--- src/rtl/mps_rdo_pkg.sv ---
// rtl/mps_rdo_pkg.sv - readout word types, FSM states and output word packing
// Output width and parity bit are selected by MPS_RDO_PARITY_EN.
package mps_rdo_pkg;

  typedef enum logic [1:0] {
    WT_IDLE = 2'b00,
    WT_HIT  = 2'b01,
    WT_HDR  = 2'b10,
    WT_TRL  = 2'b11
  } word_type_e;

  typedef enum logic [2:0] {
    ST_IDLE,
    ST_HDR,
    ST_ARB,
    ST_READ,
    ST_CAPT,
    ST_SEND,
    ST_TRL
  } rdo_state_e;

`ifdef MPS_RDO_PARITY_EN
  localparam int OUT_W = 19;
`else
  localparam int OUT_W = 18;
`endif

  function automatic logic [OUT_W-1:0] pack_word(word_type_e t, logic [15:0] p);
`ifdef MPS_RDO_PARITY_EN
    return {^{t, p}, t, p};
`else
    return {t, p};
`endif
  endfunction

endpackage

--- src/rtl/rr_arbiter.sv ---
// rtl/rr_arbiter.sv - combinational round-robin grant: first request at or after ptr
module rr_arbiter #(
  parameter int N_COL = 4,
  parameter int COLW  = $clog2(N_COL)
) (
  input  logic [N_COL-1:0] req_i,
  input  logic [COLW-1:0]  ptr_i,
  output logic [N_COL-1:0] grant_o,
  output logic [COLW-1:0]  idx_o
);

  logic [COLW-1:0] cand;

  always_comb begin
    grant_o = '0;
    idx_o   = '0;
    cand    = '0;
    // Scan farthest offset first so the nearest request overwrites it.
    for (int i = N_COL - 1; i >= 0; i--) begin
      cand = ptr_i + COLW'(i);
      if (req_i[cand]) begin
        idx_o       = cand;
        grant_o     = '0;
        grant_o[cand] = 1'b1;
      end
    end
  end

endmodule

--- src/rtl/col_readout_arbiter.sv ---
// rtl/col_readout_arbiter.sv - frame readout sequencer draining column hit FIFOs
// Optional even parity on out_data[18] when MPS_RDO_PARITY_EN is defined.
module col_readout_arbiter
  import mps_rdo_pkg::*;
#(
  parameter int N_COL    = 4,
  parameter int COLW     = $clog2(N_COL),
  parameter int DW       = 14,
  parameter int MAX_HITS = 1024
) (
  input  logic                systemclk,
  input  logic                sys_reset,
  input  logic                frame_start,
  input  logic [N_COL-1:0]    col_mask,
  input  logic [N_COL-1:0]    col_empty,
  output logic [N_COL-1:0]    col_rd_en,
  input  logic [N_COL*DW-1:0] col_data,
  output logic                out_valid,
  input  logic                out_ready,
  output logic [OUT_W-1:0]    out_data,
  output logic                busy,
  output logic                frame_drop
);

  rdo_state_e       state_q;
  logic [15:0]      frame_cnt_q;
  logic [14:0]      hit_cnt_q;
  logic [COLW-1:0]  rr_ptr_q;
  logic [COLW-1:0]  grant_idx_q;
  logic [N_COL-1:0] mask_q;
  logic [N_COL-1:0] rd_en_q;
  logic             pending_q;
  logic             frame_drop_q;
  logic             out_valid_q;
  logic [OUT_W-1:0] out_data_q;

  logic [N_COL-1:0] req;
  logic [N_COL-1:0] grant;
  logic [COLW-1:0]  grant_idx;
  logic             xfer;

  assign req  = ~col_empty & mask_q;
  assign xfer = out_valid_q & out_ready;

  rr_arbiter #(.N_COL(N_COL), .COLW(COLW)) u_rr (
    .req_i  (req),
    .ptr_i  (rr_ptr_q),
    .grant_o(grant),
    .idx_o  (grant_idx)
  );

  always_ff @(posedge systemclk) begin
    if (!sys_reset) begin
      state_q      <= ST_IDLE;
      frame_cnt_q  <= '0;
      hit_cnt_q    <= '0;
      rr_ptr_q     <= '0;
      grant_idx_q  <= '0;
      mask_q       <= '0;
      rd_en_q      <= '0;
      pending_q    <= 1'b0;
      frame_drop_q <= 1'b0;
      out_valid_q  <= 1'b0;
      out_data_q   <= '0;
    end else begin
      // One frame request can queue behind the running frame; more are lost.
      if (frame_start && state_q != ST_IDLE) begin
        if (!pending_q) pending_q    <= 1'b1;
        else            frame_drop_q <= 1'b1;
      end
      case (state_q)
        ST_IDLE: begin
          if (frame_start || pending_q) begin
            mask_q      <= col_mask;
            hit_cnt_q   <= '0;
            pending_q   <= 1'b0;
            out_valid_q <= 1'b1;
            out_data_q  <= pack_word(WT_HDR, frame_cnt_q);
            state_q     <= ST_HDR;
          end
        end
        ST_HDR: begin
          if (xfer) begin
            frame_cnt_q <= frame_cnt_q + 16'd1;
            out_valid_q <= 1'b0;
            state_q     <= ST_ARB;
          end
        end
        ST_ARB: begin
          if (req == '0 || hit_cnt_q == 15'(MAX_HITS)) begin
            out_valid_q <= 1'b1;
            out_data_q  <= pack_word(WT_TRL, {req != '0, hit_cnt_q});
            state_q     <= ST_TRL;
          end else begin
            rd_en_q     <= grant;
            grant_idx_q <= grant_idx;
            rr_ptr_q    <= grant_idx + COLW'(1);
            state_q     <= ST_READ;
          end
        end
        ST_READ: begin
          rd_en_q <= '0;
          state_q <= ST_CAPT;
        end
        ST_CAPT: begin
          out_valid_q <= 1'b1;
          out_data_q  <= pack_word(WT_HIT, 16'({grant_idx_q, col_data[grant_idx_q*DW +: DW]}));
          state_q     <= ST_SEND;
        end
        ST_SEND: begin
          if (xfer) begin
            hit_cnt_q   <= hit_cnt_q + 15'd1;
            out_valid_q <= 1'b0;
            state_q     <= ST_ARB;
          end
        end
        ST_TRL: begin
          if (xfer) begin
            out_valid_q <= 1'b0;
            state_q     <= ST_IDLE;
          end
        end
        default: state_q <= ST_IDLE;
      endcase
    end
  end

  assign col_rd_en  = rd_en_q;
  assign out_valid  = out_valid_q;
  assign out_data   = out_data_q;
  assign busy       = (state_q != ST_IDLE);
  assign frame_drop = frame_drop_q;

endmodule
--- config.mk ---
export PLATFORM = sky130hd
export DESIGN_NAME = col_readout_arbiter
export DESIGN_NICKNAME = d
export VERILOG_FILES = /design/src/rtl/mps_rdo_pkg.sv /design/src/rtl/rr_arbiter.sv /design/src/rtl/col_readout_arbiter.sv
export SDC_FILE = /design/constraint.sdc
export NUM_CORES = 1
export LEC_CHECK = 0
export CAP_MARGIN = 20
export CORE_MARGIN = 2
export CORE_UTILIZATION = 50
export CTS_CLUSTER_SIZE = 25
export DETAILED_ROUTE_END_ITERATION = 10
export DONT_BUFFER_PORTS = 1
export HOLD_SLACK_MARGIN = 0.08
export SYNTH_ARGS = -nofsm -noshare
export SYNTH_HDL_FRONTEND = slang
export SYNTH_SLANG_ARGS = --single-unit
--- constraint.sdc ---
create_clock -name systemclk -period 2.8 [get_ports systemclk]
set_input_delay 0.42 -clock systemclk [delete_from_list [all_inputs] [get_ports systemclk]]
set_output_delay 0.42 -clock systemclk [all_outputs]
set_load 0.02 [all_outputs]
After elaboration in Yosys (flattened, before gate mapping)
Index checks and enable logic that the tools add are counted.
Word-level totals
  bits of input ports: 68
  output and inout port bits: 25
  word-level logic and storage cells: 115
  register bits: 67
Cells by class
  shift operators: 1
  $mul: 1
  $add $sub $neg: 6
  equal/unequal tests: 14
  $lt $le $gt $ge: 8
  reductions and logical operators: 26
  bitwise operators: 4
  multiplexer cells: 44
Operator list (number)
  $shiftx 56x7->14: 1
  $pmux 18 s3: 1
  $mux 18: 2
  $mux 15: 2
  $pmux 15 s2: 1
  $mux 4: 5
  $pmux 3 s6: 1
  $add 16x1->16 const B: 1
  $add 15x1->15 const B: 1
  $eq 15x11->1 const B: 1
  $mux 1: 14
  $lt 2x3->1 const B: 4
  $mux 3: 4
  $ne 2x2->1 const B: 5
  $reduce_and 2->1: 5
  $eq 3x3->1 const B: 3
  $reduce_and 3->1: 3
  $bmux 1 s2: 4
  $demux 1 s2: 4
  $ge 2x1->1 const B: 4
  $mux 2: 4
  $pmux 4 s2: 1
  $reduce_bool 4->1: 2
  $eq 3x2->1 const B: 2
  other kinds (19): 29

Longest topological paths before layout
Gate-level depths: netlist of the first run.
  depth after elaboration: 11
  depth in mapped cells: 9
  mapped depth without buffers: 8

Hierarchy
A second synthesis of the first run with hierarchy kept.
Unflattened totals
  cells, all modules: 437
  area, all modules: 4086.4 µm²
Modules (own cells, without submodules)
  col_readout_arbiter: seq. area each 1341.3 µm², area an instance 3590.9 µm², times used 1, cells an instance 377
  rr_arbiter: seq. area each 0.0 µm², area an instance 495.5 µm², times used 1, cells an instance 60

Worst setup path before layout of the first run
OpenSTA, ideal clock, no wires.
  path kind: register to register
  start point: reg rr_ptr_q[0]
  end point: reg rr_ptr_q[1]
  setup time: 0.122 ns
  period minus slack after synthesis: 2.087 ns
  path buffers: 1
  data arrival time: 1.965 ns
  required time: 2.678 ns
  path slack: 0.713 ns
  stages on the path, launching flop included: 9
  cells stage by stage: dfxtp_1 > buf_6 > inv_2 > ha_1 > mux4_2 > a21oi_2 > o2bb2ai_1 > nor3b_1 > a311o_1
On the way
  longest elaborated chain between the ends: 8
  elaborated cells between the ends (all ways): 16
  classes of those cells: 4 x add/sub; 12 x mux
RTL lines
  start: declaration: RTL line col_readout_arbiter.sv:28  | logic [COLW-1:0] rr_ptr_q;
  start signal: assignment: RTL line col_readout_arbiter.sv:97  | rr_ptr_q <= grant_idx + COLW'(1);
  $add 2x2->2: RTL line rr_arbiter.sv:20  | cand = ptr_i + COLW'(i);
  $bmux 1 s2: RTL line rr_arbiter.sv:21  | if (req_i[cand]) begin
  $mux 1 (not written as such): RTL line rr_arbiter.sv:21
  $mux 2 (3 in series): RTL line rr_arbiter.sv:21
  $mux 2 *: RTL line rr_arbiter.sv:21
  $add 2x1->2 *: RTL line col_readout_arbiter.sv:97
Every way passes the cells marked *; elsewhere a longest branch is shown, timed or not. The select of a mux whose other input is x is not followed.
A chain may end at the register's enable or synchronous reset.

Final worst setup path of the first run
Same ends and word-level chain as after synthesis.

==> out/qor.yml, run 1 <==
run_status:
  outcome: "complete, no violations"
logic_synthesis:
  synth_nets: 482
  ys_ff_latch: 67
  yosysWarningCount: 0
  synth_cells: 407
  yosysSeqAreaShare_pct: 35.6
  synth-simple-area-share_pct: 23.0
  yosys.area_share.adder_pct: 2.32
  muxShareOfSynthArea_pct: 11.0
  avgSynthCellArea_um2: 9.26
  synth_edf_count: 0
  syn_area_mm2: 0.00377
  synthFlopType: "dfxtp_1"
  synth_top_family_by_area: "simple AND/OR/NAND/NOR gates"
  synthArstFlopShare_pct: 0
  synth_cell_types: 59
  synthXorXnorAreaFrac_pct: 5.58
  synth_compound_area_share_pct: 18.5
global_routing:
  grt_pass1_vias: 3027
  grt_overflow: 0
  grt_max_degree: 53
  grt_pass1_wl_mm: 15.4
  grtUsageTotal_pct: 23.5
  grt_antenna_before_repair: 0
hold_path:
  whs_path_depth: 1
  hold_path_end: "frame_cnt_q[2]"
  hold_path.class: "primary input to register"
  worstHoldStart: "sys_reset"
route:
  drt_iter0_drc: 206
  wl_per_cell_um: 18.2
  drt_pre_antenna_iters: 6
  wl_mm: 9.18
  vias_per_cell: 5.97
  vias: 3015
  drc: 0
  postRouteAntennaNets: 0
floorplanning:
  io_pins: 93
  coreArea_mm2: 0.00729
  dieWidth_um: 90.8
  die_y_um: 90.8
  rows: 31
  initial_core_util_pct: 51.7
  die_area_mm2: 0.00825
clock_network:
  ctsResizeCount: 0
  ctsRootBufferMaster: "clkbuf_8"
  cts_buffers: 9
  clk_latency_ns: 0.34
  cts.clk_slew.worst_paths_ns: 0.07
  cts_buffer_depth: 2
  cts_tree: "yes"
  htree_levels: 3
  cts_setup_buffers: 0
  ctsHoldBuffers: 0
  cts.sinks: 67
place:
  post_dp_cell_area_mm2: 0.00383
  hpwlAfterDp_mm: 6.89
  dp.cells: 489
  io_buffers: 0
  globalplace.congestion: 0.820
critical_path:
  r2r_setup_slack_ns: 0.42
  worst-r2r-cell-count: 7
  r2r_end: "rr_ptr_q[1]"
  worstSetupStartpointType: "register"
  crit_chain: "inv_2 > ha_1 > mux4_2 > a21oi_2 > o2bb2ai_1 > nor3b_1 > a311o_1"
  cp-end-kind: "register"
  critPathKind: "register to register"
  worstPathMaxFanout: 10
  required_ns: 3.03
  arrival_ns: 2.61
  crit_start: "rr_ptr_q[0]"
  r2r_start: "rr_ptr_q[0]"
  crit_slowest_cell: "dfxtp_1"
  cpPeakStageDelay_ns: 0.55
sta:
  fmax_mhz: 419
  tightest_slew_ns: 0.840
  final-max-slew-violation-count: 0
  period_minus_slack_ns: 2.38
  finalCritPeriodShare_pct: 85.1
  grt_setup_unrepaired: "no"
  skew_ns: 0.0112
  slew_headroom_pct: 43.9
  final.setup.tns_ns: 0
  finalSetupViolations: 0
  hold_violations: 0
final_layout:
  final_area_mm2: 0.00403
  fillers: 707
  drive_above_1_share_pct: 12.8
  diodes: 0
  final_net_count: 476
  final_common_cell: "dfxtp_1"
  syn2layout_area_growth_pct: 7.04
  final_cell_mix: "67 x dfxtp_1, 58 x nand2_1, 21 x nor2_1, 18 x mux4_2"
  stdcell_count: 505
power:
  powerDensity_mw_per_mm2: 511
  peakVddDrop_mv: 0.247
  p_leak_nw: 1.42
run:
  cap_violations: 0
sequential cells by signal, indices dropped and copies added (netlist names):
register and flops:
rr_ptr_q 2, hit_cnt_q 15, out_data 18, mask_q 4, col_rd_en 4, pending_q 1
state_q 3, out_valid 1, grant_idx_q 2, frame_drop 1, frame_cnt_q 16
routing by layer:
metal	part of all wire [%]	global-route usage (%)
met1	44	30.5
met2	48	39.0
met3	6.0	4.76
met4	1.4	7.95
met5	0	0
cells by family (layout without fill, tap and decap cells):
| kind of cell | after synthesis | count (layout) |
|---|---|---|
| adder cells (fa/ha/maj) | 7 | 7 |
| AO/OA/AOI/OAI | 92 | 92 |
| flip-flops | 67 | 67 |
| AND/OR/NAND/NOR | 164 | 164 |
| buffers and inverters | 34 | 33 |
| multiplexers | 19 | 19 |
| XOR/XNOR | 24 | 24 |
cells in the mapped netlist (2+ instances only):
cell / instances / area, um2
a21oi_1: 12 / 60.1
nor2b_1: 8 / 50.1
xnor2_1: 13 / 114
and2_1: 15 / 93.8
mux4_2: 18 / 405
o2111ai_1: 3 / 26.3
a21boi_0: 13 / 97.6
o211a_1: 10 / 100
nand3_1: 13 / 65.1
and4_1: 4 / 35.0
o21ai_0: 15 / 75.1
a21boi_1: 2 / 15.0
a221oi_1: 2 / 17.5
a31oi_1: 4 / 25.0
nand2_2: 2 / 12.5
xor2_1: 11 / 96.3
a22oi_1: 5 / 37.5
nor3b_1: 4 / 30.0
and3_1: 5 / 31.3
nor2_1: 21 / 78.8
o221ai_1: 4 / 35.0
or3_1: 5 / 31.3
nand4_1: 9 / 56.3
ha_1: 7 / 87.6
clkbuf_1: 12 / 45.0
o21a_1: 3 / 22.5
dfxtp_1: 67 / 1340
o211ai_1: 5 / 37.5
a222oi_1: 7 / 70.1
nand2b_1: 5 / 31.3
inv_1: 10 / 37.5
buf_2: 8 / 40.0
nor4b_1: 2 / 17.5
nand2_1: 58 / 218
worst max-delay path: cells and delay by family (launching register included):
family                   cells  cell delay [ns]
AO/OA/AOI/OAI                3             0.60
adder cells (fa/ha/maj)      1             0.39
buffers and inverters        1             0.14
flip-flops                   1             0.55
multiplexers                 1             0.43
AND/OR/NAND/NOR              1             0.17
through the flow:
step	util (%)	setup slack (ns)	hold WS [ns]	power, mW
2_1_floorplan	-	0.713	0.452	1.22
3_3_place_gp	52.5	0.517	0.464	1.26
3_5_place_dp	52.5	0.426	0.475	1.26
4_1_cts	55.3	0.412	0.186	2.08
5_1_grt	55.3	0.210	0.195	2.15
6_report	55.3	0.416	0.206	2.06
power by group:
group | switching (mW) | internal (mW) | total, mW
registers | 0.0572 | 0.984 | 1.04
logic | 0.112 | 0.0840 | 0.196
clock network | 0.387 | 0.439 | 0.826
worst max-delay path by stage:
stage	endpoint	depth (start not counted)
after global placement	rr_ptr_q[1]	7
final	rr_ptr_q[1]	7
after CTS	rr_ptr_q[1]	7
after detailed placement	rr_ptr_q[1]	7
after floorplan	rr_ptr_q[1]	8
after global routing	out_data[14]	8
final cells by class:
type / instances / area, um2 / share of cell area, %
Inverter: 11 / 41.3 / 1.02
Sequential cell: 67 / 1340 / 33.3
Multi-Input combinational cell: 306 / 2280 / 56.5
Timing Repair Buffer: 6 / 45.0 / 1.12
Tap cell: 99 / 124 / 3.07
Clock buffer: 11 / 141 / 3.50
Clock inverter: 5 / 62.6 / 1.55
Note: power is estimated with default switching activity, not from simulation.
==> run 2: changes to the inputs <==
CTS_BUF_LIST = sky130_fd_sc_hd__clkbuf_4 sky130_fd_sc_hd__clkbuf_8 sky130_fd_sc_hd__clkbuf_16   (was not set)
PLACE_DENSITY_LB_ADDON = 0.25   (was not set)
==> run 2 against run 1 <==
Hold slack worse by 0.022 ns; die area unchanged; first-iteration DRC count up 2.4%; count of clock-buffer cells in the layout down 1; global-route usage down 0.81 points; critical path depth up 1; combinational power about the same; routed wire length down 0.37%; via count up 1.6%; non-clock buffer count unchanged; critical path type unchanged; largest cell class unchanged.
==> out/qor.yml, run 2 (synthesis results as in run 1) <==
sta:
  period_minus_slack_ns: 2.41  # +0.0214 ns
  hold_ws_ns: 0.185  # -0.0217 ns
  finalSetupViolations: 0  # unchanged
  finalCritPeriodShare_pct: 85.9  # +0.77 points
  fmax_mhz: 416  # -0.89%
  final.setup.tns_ns: 0  # unchanged
  slew_headroom_pct: 51.1  # +7.2 points
  final-max-slew-violation-count: 0  # unchanged
  hold_violations: 0  # unchanged
  tightest_slew_ns: 0.733  # -0.106 ns
  skew_ns: 0.0106  # -0.000625 ns
  grt_setup_unrepaired: "no"
critical_path:
  critPathKind: "register to register"
  crit_chain: "inv_1 > ha_1 > nor4b_1 > nand4_1 > nand2_2 > o311a_1 > o2111ai_1 > o211a_1"
  arrival_ns: 2.65  # +0.04 ns
  worstPathMaxFanout: 21  # +11
  critical_path_depth: 8  # +1
  path_buf_inv: 1  # unchanged
  cp-end-kind: "register"
  cp_top_family: "compound AO/OA/AOI/OAI gates"
  r2r_setup_slack_ns: 0.39  # -0.02 ns
  r2r_start: "hit_cnt_q[0]"
  endpoint: "out_data[0]"
  worstSetupStartpointType: "register"
  r2r_end: "out_data[0]"
  cpPeakStageDelay_ns: 0.67  # +0.12 ns
  worst-r2r-cell-count: 8  # +1
  crit_slowest_cell: "o311a_1"
  required_ns: 3.05  # +0.02 ns
  crit_start: "hit_cnt_q[0]"
power:
  peakVddDrop_mv: 0.230  # -7.0%
  powerDensity_mw_per_mm2: 508  # -0.64%
  power_frac_seq_pct: 51.0  # +0.5 points
  p_int_mw: 1.49  # -1.1%
  clock_power_share_pct: 39.5  # -0.5 points
  switching_share_pct: 27.1  # +0.21 points
  p_comb_share_pct: 9.5  # about the same
  p_sw_uw: 555  # about the same
  p_leak_nw: 1.42  # +0.30%
clock_network:
  ctsResizeCount: 0  # unchanged
  cts_tree: "yes"
  htree_levels: 3  # unchanged
  ctsHoldBuffers: 0  # unchanged
  cts_setup_buffers: 0  # unchanged
  cts.clk_slew.worst_paths_ns: 0.08  # about the same
  cts.sinks: 67  # unchanged
  clk_latency_ns: 0.36  # +0.02 ns
  cts_buffer_depth: 2  # unchanged
  ctsRootBufferMaster: "clkbuf_8"
  cts_buffers: 9  # unchanged
route:
  dr_wl_met2_mm: 4.31  # -2.7%
  met1_length_mm: 4.04  # -0.44%
  wl_per_cell_um: 18.1  # -0.37%
  top_layer: "met4"
  drt_iter0_drc: 211  # +2.4%
  wl_mm: 9.14  # -0.37%
  vias: 3063  # +1.6%
  drt_pre_antenna_iters: 9  # +3
  vias_per_cell: 6.07  # +1.6%
  wl_met3_um: 662  # +19%
  postRouteAntennaNets: 0  # unchanged
  drc: 0  # unchanged
global_routing:
  grt_pass1_vias: 2935  # -3.0%
  grtUsageTotal_pct: 22.6  # -0.81 points
  grt_overflow: 0  # unchanged
  grt_pass1_wl_mm: 14.8  # -4.1%
  grt_max_degree: 53  # unchanged
  grt_antenna_before_repair: 0  # unchanged
place:
  dp.cells: 489  # unchanged
  io_buffers: 0  # unchanged
  globalplace.congestion: 0.810  # -1.2%
  hpwlAfterDp_mm: 6.82  # -1.1%
hold_path:
  whs_path_depth: 1  # unchanged
  hold_path.class: "primary input to register"
final_layout:
  final_cell_mix: "67 x dfxtp_1, 58 x nand2_1, 21 x nor2_1, 18 x mux4_2"
  final_util_pct: 55.2  # -0.10 points
  final_net_count: 476  # unchanged
  stdcell_count: 505  # unchanged
  diodes: 0  # unchanged
  syn2layout_area_growth_pct: 6.84
  final_common_cell: "dfxtp_1"
  largest_register_ffs: 18  # unchanged
  drive_above_1_share_pct: 13.1  # +0.25 points
floorplanning:
  die_area_mm2: 0.00825  # unchanged
  coreArea_mm2: 0.00729  # unchanged
  dieWidth_um: 90.8  # unchanged
  rows: 31  # unchanged
  initial_core_util_pct: 51.7  # unchanged
  die_y_um: 90.8  # unchanged
  io_pins: 93  # unchanged
run_status:
  outcome: "complete, no violations"
run:
  cap_violations: 0  # unchanged
run 2: cell count changes in the layout (fill, tap and decap cells not counted):
cell	previous run	this run
clkbuf_1	1	0
clkbuf_4	0	1
clkbuf_8	10	9
clkinv_2	0	2
clkinv_4	2	1
clkinvlp_4	2	1
inv_6	0	1
run 2: area by class of cell:
class / count / area, um2
Fill cell: 689 / 3270
Multi-Input combinational cell: 306 / 2280
Sequential cell: 67 / 1340
Clock buffer: 10 / 131
Tap cell: 99 / 124
Clock inverter: 6 / 65.1
Timing Repair Buffer: 6 / 45.0
Inverter: 11 / 41.3
run 2: power by group through the flow:
stage	sequential, mW	clock (mW)	combinational (mW)
after CTS	1.04	0.820	0.194
final	1.04	0.808	0.195
after floorplan	1.05	0	0.176
after global placement	1.06	0	0.192
after detailed placement	1.07	0	0.194
after global routing	1.05	0.868	0.215
run 2: how the worst min path moves through the flow:
stage / start / endpoint / slack, ns
finish: sys_reset / frame_cnt_q[7] / 0.18
global route: sys_reset / frame_cnt_q[9] / 0.18
CTS: sys_reset / frame_cnt_q[10] / 0.18
detailed placement: mask_q[2] / mask_q[2] / 0.47
global placement: mask_q[3] / mask_q[3] / 0.46
floorplan: mask_q[0] / mask_q[0] / 0.45
run 2: worst reg2reg max path, stage by stage (launching register included):
cell and delay, ns:
dfxtp_1 0.36, inv_1 0.10, ha_1 0.16, nor4b_1 0.26, nand4_1 0.20, nand2_2 0.18
o311a_1 0.67, o2111ai_1 0.20, o211a_1 0.16
run 2: per-layer routing:
metal / GRT usage [%] / up-vias
li1: - / 1492
met1: 29.4 / 1448
met2: 37.0 / 112
met3: 5.84 / 11
met4: 7.20 / 0
met5: 0 / -
run 2: stage by stage:
step                area [um2]  worst slack (ns)  total power [mW]
floorplan                 3770             0.713              1.22
detailed placement        3830             0.400              1.26
global placement          3830             0.505              1.26
finish                    4030             0.395              2.05
global route              4030             0.205              2.13
CTS                       4030             0.402              2.06
==> run 3: changes to the inputs <==
SKIP_LAST_GASP = 1   (was not set)
==> results of run 3 <==
Same layout as run 2: the final DEF is identical, and so are final timing and power.
